==> src/rtl/alu_arbiter.sv <==
// alu_arbiter
//   Two-requester front end for one shared combinational ALU. One operation is
//   in flight at a time. Each operation walks IDLE -> EXEC [-> WAIT] -> RESP.
//   Divide and remainder opcodes spend DIV_CYCLES extra cycles in WAIT so a slow
//   divider has time to settle. Ties are broken by round-robin.
//
// Parameters
//   DIV_CYCLES  extra settle cycles for divide/remainder opcodes (0..15)
//
// Ports
//   clk, rst_n                      clock; asynchronous active-low reset
//   req{0,1}_valid / req{0,1}_ready requester handshake; accept = valid & ready
//   req{0,1}_a, req{0,1}_b          8-bit operands
//   req{0,1}_oper                   5-bit ALU opcode
//   alu_a, alu_b, alu_oper          registered drive to the shared ALU
//   alu_r, alu_flag                 combinational ALU result and flags
//   rsp_valid / rsp_ready           response handshake
//   rsp_id                          index of the requester being answered
//   rsp_r, rsp_flag                 captured result and flags
module alu_arbiter #(
  parameter int unsigned DIV_CYCLES = 1
) (
  input  logic       clk,
  input  logic       rst_n,
  input  logic       req0_valid,
  input  logic       req1_valid,
  output logic       req0_ready,
  output logic       req1_ready,
  input  logic [7:0] req0_a,
  input  logic [7:0] req0_b,
  input  logic [7:0] req1_a,
  input  logic [7:0] req1_b,
  input  logic [4:0] req0_oper,
  input  logic [4:0] req1_oper,
  output logic [7:0] alu_a,
  output logic [7:0] alu_b,
  output logic [4:0] alu_oper,
  input  logic [7:0] alu_r,
  input  logic [7:0] alu_flag,
  output logic       rsp_valid,
  input  logic       rsp_ready,
  output logic       rsp_id,
  output logic [7:0] rsp_r,
  output logic [7:0] rsp_flag
);

  typedef enum logic [1:0] {IDLE, EXEC, WAIT, RESP} state_t;

  // The WAIT countdown is preloaded with DIV_CYCLES-1, so WAIT lasts DIV_CYCLES cycles.
  localparam logic       DIV_EN   = (DIV_CYCLES != 0);
  localparam logic [3:0] DIV_LOAD = (DIV_CYCLES != 0) ? 4'(DIV_CYCLES - 1) : 4'd0;

  state_t     state_reg, state_next;
  logic [3:0] wait_cnt_reg, wait_cnt_next;
  logic       last_grant_reg;
  logic [7:0] alu_a_reg, alu_b_reg;
  logic [4:0] alu_oper_reg;
  logic       rsp_id_reg;
  logic [7:0] rsp_r_reg, rsp_flag_reg;

  logic       grant_any;
  logic       grant_id;
  logic       accept;
  logic       load_rsp;
  logic       oper_is_div;

  // Grant selection. When both requesters are valid, the one that did not win
  // last time gets the grant, so neither can be starved.
  always_comb begin
    grant_any = req0_valid | req1_valid;
    grant_id  = 1'b0;
    if (req0_valid && req1_valid) begin
      grant_id = ~last_grant_reg;
    end else if (req1_valid) begin
      grant_id = 1'b1;
    end
  end

  // Ready is only offered from IDLE. It is also held low while reset is
  // asserted, so no requester sees an acceptance during reset.
  assign accept     = rst_n && (state_reg == IDLE) && grant_any;
  assign req0_ready = accept && (grant_id == 1'b0);
  assign req1_ready = accept && (grant_id == 1'b1);

  // Divide-class opcodes: 01110, 01111, 10010, 10011.
  always_comb begin
    oper_is_div = 1'b0;
    case (alu_oper_reg)
      5'b01110, 5'b01111, 5'b10010, 5'b10011: oper_is_div = 1'b1;
      default:                                oper_is_div = 1'b0;
    endcase
  end

  always_comb begin
    state_next    = state_reg;
    wait_cnt_next = wait_cnt_reg;
    load_rsp      = 1'b0;
    case (state_reg)
      IDLE: begin
        if (grant_any) state_next = EXEC;
      end
      EXEC: begin
        if (oper_is_div && DIV_EN) begin
          wait_cnt_next = DIV_LOAD;
          state_next    = WAIT;
        end else begin
          load_rsp   = 1'b1;
          state_next = RESP;
        end
      end
      WAIT: begin
        if (wait_cnt_reg == 4'd0) begin
          load_rsp   = 1'b1;
          state_next = RESP;
        end else begin
          wait_cnt_next = wait_cnt_reg - 4'd1;
        end
      end
      RESP: begin
        if (rsp_ready) state_next = IDLE;
      end
      default: state_next = IDLE;
    endcase
  end

  always_ff @(posedge clk or negedge rst_n) begin
    if (!rst_n) begin
      state_reg      <= IDLE;
      wait_cnt_reg   <= 4'd0;
      last_grant_reg <= 1'b1;
      alu_a_reg      <= 8'd0;
      alu_b_reg      <= 8'd0;
      alu_oper_reg   <= 5'd0;
      rsp_id_reg     <= 1'b0;
      rsp_r_reg      <= 8'd0;
      rsp_flag_reg   <= 8'd0;
    end else begin
      state_reg    <= state_next;
      wait_cnt_reg <= wait_cnt_next;
      if (accept) begin
        last_grant_reg <= grant_id;
        rsp_id_reg     <= grant_id;
        alu_a_reg      <= grant_id ? req1_a    : req0_a;
        alu_b_reg      <= grant_id ? req1_b    : req0_b;
        alu_oper_reg   <= grant_id ? req1_oper : req0_oper;
      end
      if (load_rsp) begin
        rsp_r_reg    <= alu_r;
        rsp_flag_reg <= alu_flag;
      end
    end
  end

  assign alu_a     = alu_a_reg;
  assign alu_b     = alu_b_reg;
  assign alu_oper  = alu_oper_reg;
  assign rsp_valid = (state_reg == RESP);
  assign rsp_id    = rsp_id_reg;
  assign rsp_r     = rsp_r_reg;
  assign rsp_flag  = rsp_flag_reg;

endmodule

==> config.mk <==
export PLATFORM = sky130hd
export DESIGN_NAME = alu_arbiter
export DESIGN_NICKNAME = d
export VERILOG_FILES = /design/src/rtl/alu_arbiter.sv
export SDC_FILE = /design/constraint.sdc
export NUM_CORES = 1
export LEC_CHECK = 0
export CELL_PAD_IN_SITES_DETAIL_PLACEMENT = 1
export CELL_PAD_IN_SITES_GLOBAL_PLACEMENT = 1
export CORE_MARGIN = 2
export CORE_UTILIZATION = 30
export CTS_CLUSTER_DIAMETER = 30
export DETAILED_ROUTE_END_ITERATION = 16
export GPL_TIMING_DRIVEN = 0
export PLACE_DENSITY_LB_ADDON = 0.3
export SETUP_SLACK_MARGIN = 0.1
export SLEW_MARGIN = 40
export SYNTH_ARGS = -nofsm -noshare
export SYNTH_HDL_FRONTEND = slang
export SYNTH_SLANG_ARGS = --single-unit
==> constraint.sdc <==
create_clock -name clk -period 2.2 [get_ports clk]
set_input_delay 0.44 -clock clk [delete_from_list [all_inputs] [get_ports clk]]
set_output_delay 0.44 -clock clk [all_outputs]
set_load 0.02 [all_outputs]
## Word level (Yosys, flattened, before mapping)

Index checks and enable logic that the tools add are counted.
Widths: inputs -> output; s select.

- Bits in registers: 45
- Bits in latches: 0
- Bits in writable memories: 0
- Bits in read-only memories: 0
- Input port bits: 63
- Output and inout port bits: 41
- Logic and storage cells: 53
- Memories kept: 0

- Add/subtract/negate cells: 1
- Multipliers: 0
- Divide/modulo/power cells: 0
- Order comparisons: 0
- Equal/unequal tests: 12
- Shift operators: 0
- Multiplexer cells: 17
- Bitwise gates (word level): 3
- Reductions and logical operators: 11

Operator list:

| operator | count |
|---|---|
| $mux 8 | 2 |
| $eq 5x4->1 const B | 2 |
| $eq 5x5->1 const B | 2 |
| $mux 4 | 2 |
| $ne 2x2->1 const B | 4 |
| $pmux 2 s4 | 1 |
| $pmux 4 s2 | 1 |
| $mux 1 | 6 |
| $mux 2 | 3 |
| $reduce_and 3->1 | 2 |
| $logic_and 1x1->1 | 5 |
| $mux 5 | 1 |
| $eq 2x2->1 const B | 2 |
| $logic_not 4->1 | 1 |
| $reduce_or 4->1 | 1 |
| $sub 4x1->4 const B | 1 |
| $eq 2x1->1 const B | 1 |
| $logic_not 2->1 | 1 |
| $ne 2x1->1 const B | 1 |
| $not 1->1 | 2 |
| $pmux 1 s2 | 1 |
| $reduce_bool 2->1 | 1 |
| $or 1x1->1 | 1 |

## Logic depth before layout (Yosys ltp)

- Word-level depth: 5
- Depth in mapped cells: 7
- Mapped depth without buffers: 6

## Least setup slack after synthesis

OpenSTA, ideal clock, no wires.

- Path kind: register to output
- Start: register state_reg[0]
- End: output port req1_ready
- Arrival: 1.473 ns
- Data required time: 1.760 ns
- Path slack: 0.287 ns
- Stages on the path, launching flop included: 6
- Path buffers: 1
- Cell sequence: dfrtp_1 > inv_1 > ha_1 > nand3_1 > a21oi_1 > clkbuf_1

- Word-level cells in the longest chain between the ends: 4

Ends and longest elaborated chain:

| element | line | source |
|---|---|---|
| start: declaration | 53 | `state_t state_reg, state_next;` |
| start signal: assignment | 138 | `state_reg <= state_next;` |
| $logic_not 2->1 | 81 | `assign accept = rst_n && (state_reg == IDLE) && grant_any;` |
| $logic_and 1x1->1 (2 in series) | 81 |  |
| $logic_and 1x1->1 | 83 | `assign req1_ready = accept && (grant_id == 1'b1);` |
| end: declaration | 28 | `output logic req1_ready,` |

No other way between the ends.

## Worst setup path in the final report

- Start: register state_reg[1]
- End: output port req1_ready

The elaborated chain is that of the path after synthesis.

==> impl_metrics.prom <==
# TYPE chip_impl_metric gauge
chip_impl_metric{name="postLayoutCellArea",unit="um2"} 3420
chip_impl_metric{name="peakVddDrop",unit="uV"} 685
chip_impl_metric{name="placedInstanceArea",unit="um2"} 3190
chip_impl_info{name="worstPathCellList",value="inv_2, ha_4, nand3_1, a21oi_4, buf_8, buf_4"} 1
chip_impl_info{name="worstSetupStartpointType",value="flip-flop"} 1
chip_impl_metric{name="maxCapViolCount",unit=""} 0
chip_impl_metric{name="ys.warnings.count",unit=""} 0
chip_impl_metric{name="fp.dieArea",unit="um2"} 7470
chip_impl_metric{name="port_buffers",unit=""} 103
chip_impl_metric{name="grt_pass1_wl",unit="um"} 9940
chip_impl_info{name="top_count_cell_post_synth",value="dfrtp_1"} 1
chip_impl_info{name="min-delay-path-class",value="in -> async"} 1
chip_impl_metric{name="arrival_time_worst_endpoint",unit="ps"} 1550
chip_impl_metric{name="nets",unit=""} 353
chip_impl_metric{name="synth_nets",unit=""} 230
chip_impl_metric{name="dpl.hpwl",unit="um"} 4490
chip_impl_metric{name="synthArstFlopShare",unit="%"} 100
chip_impl_metric{name="fin_cells",unit=""} 364
chip_impl_info{name="clockRootBuffer",value="clkbuf_8"} 1
chip_impl_metric{name="first_global_vias",unit=""} 1983
chip_impl_metric{name="setup_viol",unit=""} 0
chip_impl_info{name="synth.top_cells.by_area",value="dfrtp_1, a222oi_1, mux2_4, inv_1, ha_1"} 1
chip_impl_metric{name="floorplan.core_area",unit="um2"} 6680
chip_impl_info{name="status",value="completed"} 1
chip_impl_metric{name="synth_largest_type_area_fraction",unit="%"} 54.0
chip_impl_metric{name="setup_tns",unit="ps"} 0
chip_impl_metric{name="finalWeightedCongestion",unit=""} 0.724
chip_impl_metric{name="final_layout_size_suffix_gt1_share",unit="%"} 16.2
chip_impl_metric{name="p_leak",unit="nW"} 1.62
chip_impl_info{name="rsz0062_at_grt",value="no"} 1
chip_impl_metric{name="dp_cells",unit=""} 344
chip_impl_metric{name="chipWidth",unit="um"} 86.5
chip_impl_info{name="critPathCaptureType",value="output port"} 1
chip_impl_metric{name="die_y",unit="um"} 86.5
chip_impl_metric{name="number_of_buffers_created_by_cts",unit=""} 5
chip_impl_metric{name="grt_start_max_net_pins",unit=""} 29
chip_impl_info{name="cts_tree",value="done"} 1
chip_impl_metric{name="global_route.overflow_total",unit=""} 0
chip_impl_metric{name="fill_cells",unit=""} 730
chip_impl_metric{name="fin_skew",unit="ps"} 8.60
chip_impl_metric{name="syn_area",unit="um2"} 2040
chip_impl_metric{name="multi_input_comb_area",unit="um2"} 801
chip_impl_metric{name="ioPinCount",unit=""} 104
chip_impl_metric{name="hold_violations",unit=""} 0
chip_impl_metric{name="post_drt_via_cell_ratio",unit=""} 5.09
chip_impl_info{name="ys.flop_type",value="dfrtp_1"} 1
chip_impl_metric{name="headroom_to_the_max_slew_limit",unit="%"} 63.8
chip_impl_metric{name="hold_buffers",unit=""} 0
chip_impl_metric{name="clk_path_buf_depth",unit=""} 2
chip_impl_info{name="setup.worst_path.class",value="reg -> out"} 1
chip_impl_metric{name="power.total",unit="mW"} 4.87
chip_impl_metric{name="synth.yosys.seq_area_share",unit="%"} 55.3
chip_impl_info{name="worst_path_max_delay_cell",value="dfrtp_1"} 1
chip_impl_metric{name="syn2layout_area_growth",unit="%"} 67.9
chip_impl_metric{name="initial_utilization",unit="%"} 30.5
chip_impl_metric{name="drt_wl_total",unit="um"} 6280
chip_impl_metric{name="insertion_delay",unit="ps"} 290
chip_impl_metric{name="drt_pass1_iterations",unit=""} 5
chip_impl_metric{name="antenna_left",unit=""} 0
chip_impl_metric{name="path_clk_slew",unit="ps"} 90
chip_impl_metric{name="drt-wirelength-per-cell",unit="um"} 17.3
chip_impl_metric{name="worstMarginPinSlew",unit="ps"} 544
chip_impl_metric{name="detailedRoute.firstIterationViolations",unit=""} 108
chip_impl_metric{name="drc",unit=""} 0
chip_impl_metric{name="cp_max_fanout",unit=""} 7
chip_impl_metric{name="num_antenna_cells",unit=""} 0
chip_impl_metric{name="numClockSinks",unit=""} 45
chip_impl_metric{name="power_density",unit="nW/um2"} 1420
chip_impl_metric{name="postSynthRegisterBits",unit=""} 45
chip_impl_info{name="yosys.area.top_type",value="dfrtp_1"} 1
chip_impl_metric{name="max_stage_delay",unit="ps"} 410
chip_impl_metric{name="final_slew_viol_count",unit=""} 0
chip_impl_metric{name="row_count",unit=""} 30
chip_impl_metric{name="final-seq-area",unit="um2"} 1130
chip_impl_metric{name="count_of_flip_flops_with_a_built_in_enable_after_synthesis",unit=""} 0
chip_impl_metric{name="netlist_instances",unit=""} 160
chip_impl_metric{name="critPathRequiredTime",unit="ps"} 1760
chip_impl_metric{name="htree_levels",unit=""} 2
chip_impl_metric{name="via_count",unit=""} 1852
chip_impl_metric{name="min_period",unit="ps"} 1990
chip_impl_metric{name="grt.total_usage",unit="%"} 17.3
chip_impl_info{name="ys_top_cells_by_count",value="dfrtp_1, inv_1, a222oi_1"} 1
chip_impl_metric{name="syn_area_per_cell",unit="um2"} 12.7
chip_impl_metric{name="yosysUniqueCellTypes",unit=""} 33
chip_impl_metric{name="maxClockFrequency",unit="GHz"} 0.502
chip_impl_metric{name="final_min_period_over_clock_period",unit="%"} 90.5
chip_impl_metric{name="grt_antenna_before_repair",unit=""} 0
cells by family after synthesis:
| group | count (synthesis) | share of synthesized area [%] |
|---|---|---|
| adders and majority gates | 7 | 4.29 |
| buffers and inverters | 35 | 6.81 |
| DFF | 45 | 55.3 |
| muxes | 18 | 11.7 |
| AOI/OAI and AO/OA | 37 | 16.3 |
| and+or+nand+nor | 18 | 5.71 |
what timing repair did:
item | CTS | global route
setup buffers | 6 | 6
pin swaps | 0 | 1
resized for setup | 22 | 4
setup endpoints to repair | 19 | 9
path summary, 6_finish.rpt:
path                                 startpoint           end  slack (ps)  depth (start not counted)
worst max-delay path               state_reg[1]    req1_ready         210                          6
max in group asynchronous                 rst_n   alu_oper[0]        1740                          2
worst max register to register  wait_cnt_reg[0]  state_reg[0]         250                          6
worst min register to register           rsp_id        rsp_id         490                          1
worst min-delay path                      rst_n  state_reg[0]          10                          1
min in group clk                         rsp_id        rsp_id         490                          1
critical path, delay by kind of cell (launching register included):
kind,cells,cell delay [ps]
adders and majority gates,1,160
buffers and inverters,3,380
and+or+nand+nor,1,120
DFF,1,410
AOI/OAI and AO/OA,1,200
final cells by class:
class,count,area share [%]
flip-flops and latches,45,32.9
plain buffers,7,1.61
repair buffers,116,33.0
clock inverters,1,0.256
multi-input cells,80,23.4
inverters,28,3.07
clock buffers,7,2.81
well taps,80,2.92
cell usage in the layout, fill, tap and decap left out, drive strengths merged, types with 2 or more instances in the layout:
cell           synthesis  routed
a21o                   2       2
a21oi                  2       2
a222oi                22      22
and3                   2       2
buf                    1      18
clkbuf                 6      12
clkdlybuf4s50          0      97
dfrtp                 44      44
dlygate4sd2            0       2
ha                     7       7
inv                   28      29
mux2                  16      16
mux2i                  2       2
nand2                  2       2
nand2b                 2       2
nand3                  3       3
nor2                   3       3
o21ai                  5       5
report_power, final:
group / leakage (nW) / switching (mW) / internal, mW
combinational: 1.02 / 1.30 / 1.50
sequential: 0.551 / 0.262 / 1.22
clock: 0.0549 / 0.292 / 0.291
total: 1.62 / 1.86 / 3.01
metal layers:
layer	global-route usage, %	share of wire (%)	vias up
li1	-	-	842
met1	21.9	42	936
met2	27.6	49	70
met3	6.57	7.3	4
met4	5.40	1.1	0
met5	0	0	-
stage by stage:
| stage | setup slack, ps | hold WS, ps | utilization, % |
|---|---|---|---|
| floorplan | 287 | 144 | - |
| global placement | -2580 | 462 | 47.5 |
| detailed placement | -877 | 347 | 47.7 |
| CTS | 136 | 16.9 | 50.6 |
| global route | 119 | 16.2 | 51.3 |
| finish | 209 | 13.0 | 51.3 |
Power figures use the tool's default switching activity.
